<file path="src/rtl/ds_pkg.sv">
`default_nettype none
// ============================================================================
// Module  : ds_pkg
// Brief   : Shared constants, sample type and helpers for the decimators.
// Revision: 1.0
// ============================================================================
package ds_pkg;

  localparam int DS_WIDTH_DEFAULT  = 10;
  localparam int DS_FACTOR_DEFAULT = 4;
  localparam int DS_MODE_PICK      = 0;
  localparam int DS_MODE_AVG       = 1;

  // Default-width sample; width-specific variants come from down_sampler_if.
  typedef logic signed [DS_WIDTH_DEFAULT-1:0] ds_sample_t;

  function automatic bit ds_is_pow2(input int v);
    return (v > 0) && ((v & (v - 1)) == 0);
  endfunction

endpackage
`default_nettype wire

</file>
<file path="src/rtl/down_sampler_if.sv">
`default_nettype none
// ============================================================================
// Module  : down_sampler_if
// Brief   : Sample stream in / decimated strobe out for the down_sampler.
// Revision: 1.0
// ============================================================================
interface down_sampler_if
  import ds_pkg::*;
#(
  parameter int WIDTH = DS_WIDTH_DEFAULT
) ();

  typedef logic signed [WIDTH-1:0] sample_t;

  logic    en;
  sample_t data_in;
  sample_t data_out;
  logic    valid_out;

  modport master (
    output en,
    output data_in,
    input  data_out,
    input  valid_out
  );

  modport slave (
    input  en,
    input  data_in,
    output data_out,
    output valid_out
  );

endinterface
`default_nettype wire

</file>
<file path="src/rtl/ds_phase_counter.sv">
`default_nettype none
// ============================================================================
// Module  : ds_phase_counter
// Brief   : Modulo-FACTOR phase counter flagging the last sample of a group.
// Revision: 1.0
// ============================================================================
module ds_phase_counter #(
  parameter  int FACTOR = 4,
  localparam int PW     = $clog2(FACTOR)
) (
  input  wire logic          clk,
  input  wire logic          rst,
  input  wire logic          en,
  output logic      [PW-1:0] phase,
  output logic               last
);

  logic [PW-1:0] r_phase_q;
  logic [PW-1:0] w_phase_d;

  assign phase = r_phase_q;
  assign last  = en && (r_phase_q == PW'(FACTOR - 1));

  always_comb begin
    w_phase_d = r_phase_q;
    if (en) begin
      w_phase_d = last ? '0 : r_phase_q + PW'(1);
    end
  end

  always_ff @(posedge clk) begin
    if (rst) begin
      r_phase_q <= '0;
    end else begin
      r_phase_q <= w_phase_d;
    end
  end

endmodule
`default_nettype wire

</file>
<file path="src/rtl/down_sampler.sv">
`default_nettype none
// ============================================================================
// Module  : down_sampler
// Brief   : Decimate by FACTOR, emitting the last sample or the group mean.
// Revision: 1.0
// ============================================================================
module down_sampler
  import ds_pkg::*;
#(
  parameter int WIDTH    = DS_WIDTH_DEFAULT,
  parameter int FACTOR   = DS_FACTOR_DEFAULT,
  parameter int AVG_MODE = DS_MODE_PICK
) (
  input wire logic       clk,
  input wire logic       rst,
  down_sampler_if.slave  bus
);

  localparam int PW = $clog2(FACTOR);
  localparam int AW = WIDTH + PW;

  generate
    if (FACTOR < 2 || !ds_is_pow2(FACTOR)) begin : g_bad_factor
      $error("down_sampler: FACTOR must be a power of two >= 2");
    end
  endgenerate

  logic [PW-1:0]          w_phase;
  logic                   w_last;
  logic signed [AW-1:0]   r_acc_q,  w_acc_d;
  logic signed [AW-1:0]   w_acc_base;
  logic signed [AW-1:0]   w_sum;
  logic signed [WIDTH-1:0] w_avg;
  logic signed [WIDTH-1:0] r_data_q, w_data_d;
  logic                   r_valid_q, w_valid_d;

  ds_phase_counter #(
    .FACTOR (FACTOR)
  ) u_phase (
    .clk   (clk),
    .rst   (rst),
    .en    (bus.en),
    .phase (w_phase),
    .last  (w_last)
  );

  always_comb begin
    // Phase 0 starts a fresh group regardless of any stale accumulator value.
    w_acc_base = (w_phase == '0) ? '0 : r_acc_q;
    w_sum      = w_acc_base + AW'(bus.data_in);
    w_avg      = WIDTH'(w_sum >>> PW);

    w_acc_d   = r_acc_q;
    w_data_d  = r_data_q;
    w_valid_d = 1'b0;
    if (bus.en) begin
      if (w_last) begin
        w_acc_d   = '0;
        w_data_d  = (AVG_MODE != DS_MODE_PICK) ? w_avg : bus.data_in;
        w_valid_d = 1'b1;
      end else begin
        w_acc_d = w_sum;
      end
    end
  end

  always_ff @(posedge clk) begin
    if (rst) begin
      r_acc_q   <= '0;
      r_data_q  <= '0;
      r_valid_q <= 1'b0;
    end else begin
      r_acc_q   <= w_acc_d;
      r_data_q  <= w_data_d;
      r_valid_q <= w_valid_d;
    end
  end

  assign bus.data_out  = r_data_q;
  assign bus.valid_out = r_valid_q;

endmodule
`default_nettype wire

</file>
<file path="src/flat_wrapper.sv">
// flat-port wrapper written by rule: the top's interface ports become plain ports
module down_sampler_flat import ds_pkg::*;
#(
  parameter int WIDTH    = DS_WIDTH_DEFAULT,
  parameter int FACTOR   = DS_FACTOR_DEFAULT,
  parameter int AVG_MODE = DS_MODE_PICK
)
  (clk, rst, bus_en, bus_data_in, bus_data_out, bus_valid_out);
  down_sampler_if #(.WIDTH(WIDTH)) bus_i ();
  input wire logic clk;
  input wire logic rst;
  input wire logic [$bits(bus_i.en)-1:0] bus_en;
  input wire logic [$bits(bus_i.data_in)-1:0] bus_data_in;
  output wire logic [$bits(bus_i.data_out)-1:0] bus_data_out;
  output wire logic [$bits(bus_i.valid_out)-1:0] bus_valid_out;
  assign bus_i.en = bus_en;
  assign bus_i.data_in = bus_data_in;
  assign bus_data_out = bus_i.data_out;
  assign bus_valid_out = bus_i.valid_out;
  down_sampler #(.WIDTH(WIDTH), .FACTOR(FACTOR), .AVG_MODE(AVG_MODE)) u_core (.clk(clk), .rst(rst), .bus(bus_i));
endmodule
</file>
<file path="config.mk">
export PLATFORM = sky130hd
export DESIGN_NAME = down_sampler_flat
export DESIGN_NICKNAME = d
export VERILOG_FILES = /design/src/rtl/ds_pkg.sv /design/src/rtl/down_sampler_if.sv /design/src/rtl/ds_phase_counter.sv /design/src/rtl/down_sampler.sv /design/src/flat_wrapper.sv
export SDC_FILE = /design/constraint.sdc
export NUM_CORES = 1
export LEC_CHECK = 0
export ABC_AREA = 1
export CORE_MARGIN = 2
export CORE_UTILIZATION = 38
export DETAILED_ROUTE_END_ITERATION = 8
export PLACE_DENSITY = 0.79
export SYNTH_ARGS = -nofsm -noshare
export SYNTH_HDL_FRONTEND = slang
export SYNTH_SLANG_ARGS = --single-unit
export TNS_END_PERCENT = 50
</file>
<file path="constraint.sdc">
create_clock -name clk -period 1.1 [get_ports clk]
set_input_delay 0.11 -clock clk [delete_from_list [all_inputs] [get_ports clk]]
set_output_delay 0.11 -clock clk [all_outputs]
set_load 0.02 [all_outputs]
</file>
[After elaboration in Yosys (flattened, before gate mapping)]
Cells that the tools add are included.
Storage, ports and cells
  logic and storage cells: 11
  output and inout bits: 11
  bits in registers: 13
  input bits: 13
Cells by class
  muxes and demuxes: 2
  add/sub/neg operators: 1
  bitwise logic cells: 1
  reductions and logical operators: 3
  equal/unequal tests: 1
Operators by type and width (number)
  2-bit by 1-bit adder with 2-bit output (second input constant): 1
  2-bit == test (second input constant): 1
  2-bit 2-to-1 mux: 1
  2-bit AND reduction: 1
  2-bit OR reduction: 1
  1-bit logical AND: 1
  1-bit 2-to-1 mux: 1
  1-bit inverter: 1

[Longest topological paths before layout]
Gate-level depths: netlist of the first run.
  word-level depth: 3
  gate-level depth with buffers: 5
  depth with buffers taken out: 4

[Modules after synthesis]
Synthesis of the first run repeated with hierarchy kept, for this count alone.
Unflattened totals
  cell total of the unflattened synthesis: 82
  area total of the unflattened synthesis: 553.0 um^2
Modules (own cells, without submodules)
  down_sampler: area an instance 445.4 um^2, times used 1, cells an instance 66, sequential area each 220.2 um^2
  ds_phase_counter: area an instance 107.6 um^2, times used 1, cells an instance 16, sequential area each 40.0 um^2

[Least setup slack after synthesis of the first run]
OpenSTA, ideal clock, no wires.
  path type: register to register
  start point: reg u_core.u_phase.r_phase_q[0], in the netlist u_core.u_phase.phase[0]
  end point: reg u_core.r_data_q[0], in the netlist u_core.bus.data_out[0]
  path slack: 191 ps
  required time: 986 ps
  period minus slack after synthesis: 909 ps
  arrival: 795 ps
  stages on the path, launching flop included: 5
  path buffers: 1
  path through: dfxtp_1 -> ha_1 -> buf_2 -> nand4_1 -> nand2_1
On the way
  longest elaborated chain between the ends: 3
RTL lines
  start, declared: RTL line ds_phase_counter.sv:18  | logic [PW-1:0] r_phase_q;
  start signal, assigned: RTL line ds_phase_counter.sv:35  | r_phase_q <= w_phase_d;
  2-bit == test: RTL line ds_phase_counter.sv:22  | assign last = en && (r_phase_q == PW'(FACTOR - 1));
  1-bit logical AND: RTL line ds_phase_counter.sv:22
  2-bit AND reduction (no line)
  end signal, assigned: RTL line down_sampler.sv:74  | r_data_q <= w_data_d;
  end, declared: RTL line down_sampler.sv:34  | logic signed [WIDTH-1:0] r_data_q, w_data_d;
No other way between the ends.
A chain may end at the register's enable or synchronous reset.

[Worst setup path after layout of the first run]
  start point: reg u_core.r_data_q[3], in the netlist u_core.bus.data_out[3]
  end point: out bus_data_out[3]
RTL lines
  end, declared: RTL line flat_wrapper.sv:14  | output wire logic [$bits(bus_i.data_out)-1:0] bus_data_out;
No word-level cell between the ends.

==> flow_metrics.tcl, run 1 <==
set metrics [dict create \
    status "finished, final reports clean" \
    timing.rr.start "u_core.u_phase.phase[0]$_SDFFE_PP0P_" \
    slowest_delay_ns 0.35 \
    die_height_microns 40.61 \
    synth-seq-cells 13 \
    finalNonFillerCells 104 \
    syn-cell-area_sq_um 509.2 \
    initial_core_util 0.4014 \
    final_layout_size_suffix_gt1_frac 0.1236 \
    start_kind "flop" \
    nFillCells 112 \
    io_pins 24 \
    cts_buffers 3 \
    root_buffer "clkbuf_4" \
    gp_congestion 0.7804 \
    synthMuxAreaShare 0 \
    drtPass1Iterations 4 \
    fin_setup_tns_ns 0 \
    critPathArrivalTime_ns 0.95 \
    ctsLongestPathBuffers 2 \
    relSlewSlack 0.8292 \
    worstPathCellList "clkdlybuf4s15_1" \
    clkSinkCount 13 \
    synth_fa_ha_area_frac 0.02457 \
    avgSynthCellArea_sq_um 8.214 \
    yosysTopAreaCell "dfxtp_1" \
    wl_mm 1.288 \
    clock_skew_ns 0.006972 \
    coreArea_sq_um 1269 \
    drt-initial-drc-count 10 \
    synthSimpleGateAreaFrac 0.3661 \
    synth_top_area_share 0.5111 \
    grt_first_pass_wirelength_mm 1.828 \
    hpwl_microns 921.3 \
    clock_latency_ns 0.27 \
    fp.dieW_microns 40.61 \
    yosysSeqAreaShare 0.5111 \
    register_area_sq_um 260.3 \
    multi_input_area_sq_um 211.5 \
    synth_top_family_by_area "simple AND/OR/NAND/NOR gates" \
    hold-worst-slack_ns 0.1892 \
    setup_violations 0 \
    critPathMaxFanout 2 \
    routedWlPerCell_microns 12.38 \
    synthDistinctLibCells 12 \
    total_power_mw 0.9037 \
    grt_overflow_total 0 \
    syn2layout_area_growth_pct 56.51 \
    htreeDepth 1 \
    grt_pass1_vias 434 \
    io_buffers 23 \
    drc_errors 0 \
    clk_pin_slew_ns 0.08 \
    syn_nets 76 \
    dr_total_vias 513 \
    powerDensity_nw_per_um2 1134 \
    dp_cells 99 \
    grtUsageTotal 0.1815 \
    synth-compound-area-share 0.009828 \
    period_share 0.9632 \
    ys_warn_count 0 \
    synthTopCellsByArea "dfxtp_1 (51%), nand4_1 (12%), nand2_1 (10%), nand3_1 (9.8%), buf_2 (2.9%)" \
    crit_buf_inv 1 \
    hold_viol 0 \
    antenna_found_initial 0 \
    crit_path_end_kind "output pin" \
    timing.final.crit_period_ns 1.060 \
    antenna_left 0 \
    fin_util 0.6282 \
    diodes 0 \
    crit_family "flip-flops" \
    syn_inst 62 \
    crit_required_ns 0.99 \
    grt_max_degree 23 \
    min-delay-start "rst" \
    max_freq_mhz 943.8 \
    leakagePower_nw 0.3904 \
    cpMaxStageDelayCell "dfxtp_1" \
    startpoint "u_core.bus.data_out[3]$_SDFFE_PP0P_" \
    drv_slew 0 \
    ir_drop_mv 0.5847 \
    cts_tree "done" \
    hold_class "in -> reg" \
    fp-row-count 13 \
    vias_per_cell 4.933 \
    path_class "reg -> out" \
    fin_nets 104 \
    worst_slew_pin_slew_ns 0.2558 \
    postCtsHoldBufs 0 \
    cap_violations 0 \
    synth_xor_area_frac 0 \
    dieArea_sq_um 1649 \
]
power breakdown:
group	internal [mW]	switching, mW
logic	0.0666	0.0600
registers	0.483	0.00843
clock network	0.140	0.145
final cells by class:
type | count | area share
Clock buffer | 4 | 0.03297
Inverter | 3 | 0.01884
Multi-Input combinational cell | 41 | 0.2653
Sequential cell | 13 | 0.3265
Tap cell | 15 | 0.02355
Timing Repair Buffer | 27 | 0.3234
Timing Repair inverter | 1 | 0.009419
state kept, by name, summed over array words and instances, names as in the netlist:
register / count
u_core.bus.valid_out: 1
u_core.bus.data_out: 10
u_core.u_phase.phase: 2
per-layer routing:
metal / share of wire / wire length, microns / global-route usage / vias up
met3: 0.040 / 52 / 0.08333 / 6
met2: 0.52 / 673 / 0.2857 / 20
met5: 0 / 0 / 0 / -
li1: - / - / - / 267
met4: 0.033 / 42 / 0.1500 / 0
met1: 0.40 / 519 / 0.1800 / 220
synthesized netlist by cell type (all sizes together):
master and number:
inv 3, dfxtp 13, nor2 4, ha 1
nand3 10, nand2 15, nand4 10, o21ai 1
buf 5
what timing repair did:
| action | 4_1_cts | 5_1_grt |
|---|---|---|
| resized for setup | 11 | 12 |
| buffers inserted | 0 | 0 |
| endpoints found under the setup margin | 11 | 19 |
| hold endpoints to repair | 0 | 0 |
| gates cloned | 0 | 1 |
logic make-up (layout without fill, tap and decap cells):
| family | count (synthesis) | in the layout |
|---|---|---|
| adder cells (fa/ha/maj) | 1 | 1 |
| buffers and inverters | 8 | 35 |
| AND/OR/NAND/NOR | 39 | 39 |
| flip-flops | 13 | 13 |
| AO/OA/AOI/OAI | 1 | 1 |
metrics by stage:
step / instance area (sq um) / worst slack [ns]
2_1_floorplan: 509.2 / 0.1914
3_3_place_gp: 754.5 / -0.1598
3_5_place_dp: 754.5 / -0.1888
4_1_cts: 767.0 / 0.01516
5_1_grt: 797.0 / -0.007450
6_report: 797.0 / 0.04046
layout by cell type, fill, tap and decap left out, types with 2 or more instances in the layout:
master and n:
nand2_1 14, dfxtp_1 13, clkdlybuf4s50_1 11, nand4_1 10
nand3_1 10, clkdlybuf4s15_1 7, nor2_1 4, dlygate4sd2_1 4
buf_4 4, clkbuf_4 3, clkinvlp_4 2, inv_1 2
worst paths after layout:
| path | endpoint | slack, ns | cells past startpoint |
|---|---|---|---|
| setup / recovery | bus_data_out[3] | 0.04 | 1 |
| hold / removal | u_core.bus.valid_out$_SDFF_PP0_ | 0.19 | 2 |
| setup reg to reg | u_core.bus.data_out[4]$_SDFFE_PP0P_ | 0.10 | 4 |
| hold reg to reg | u_core.bus.data_out[6]$_SDFFE_PP0P_ | 0.47 | 2 |
Power figures use the tool's default switching activity.
==> inputs of run 2 (changes only) <==
--- a/config.mk
+++ b/config.mk
@@ -6,6 +6,7 @@
 export NUM_CORES = 1
 export LEC_CHECK = 0
 export ABC_AREA = 1
+export CAP_MARGIN = 25
 export CORE_MARGIN = 2
 export CORE_UTILIZATION = 38
 export DETAILED_ROUTE_END_ITERATION = 8
==> results of run 2 <==
Same layout as run 1: the final DEF is identical, and so are final timing and power.
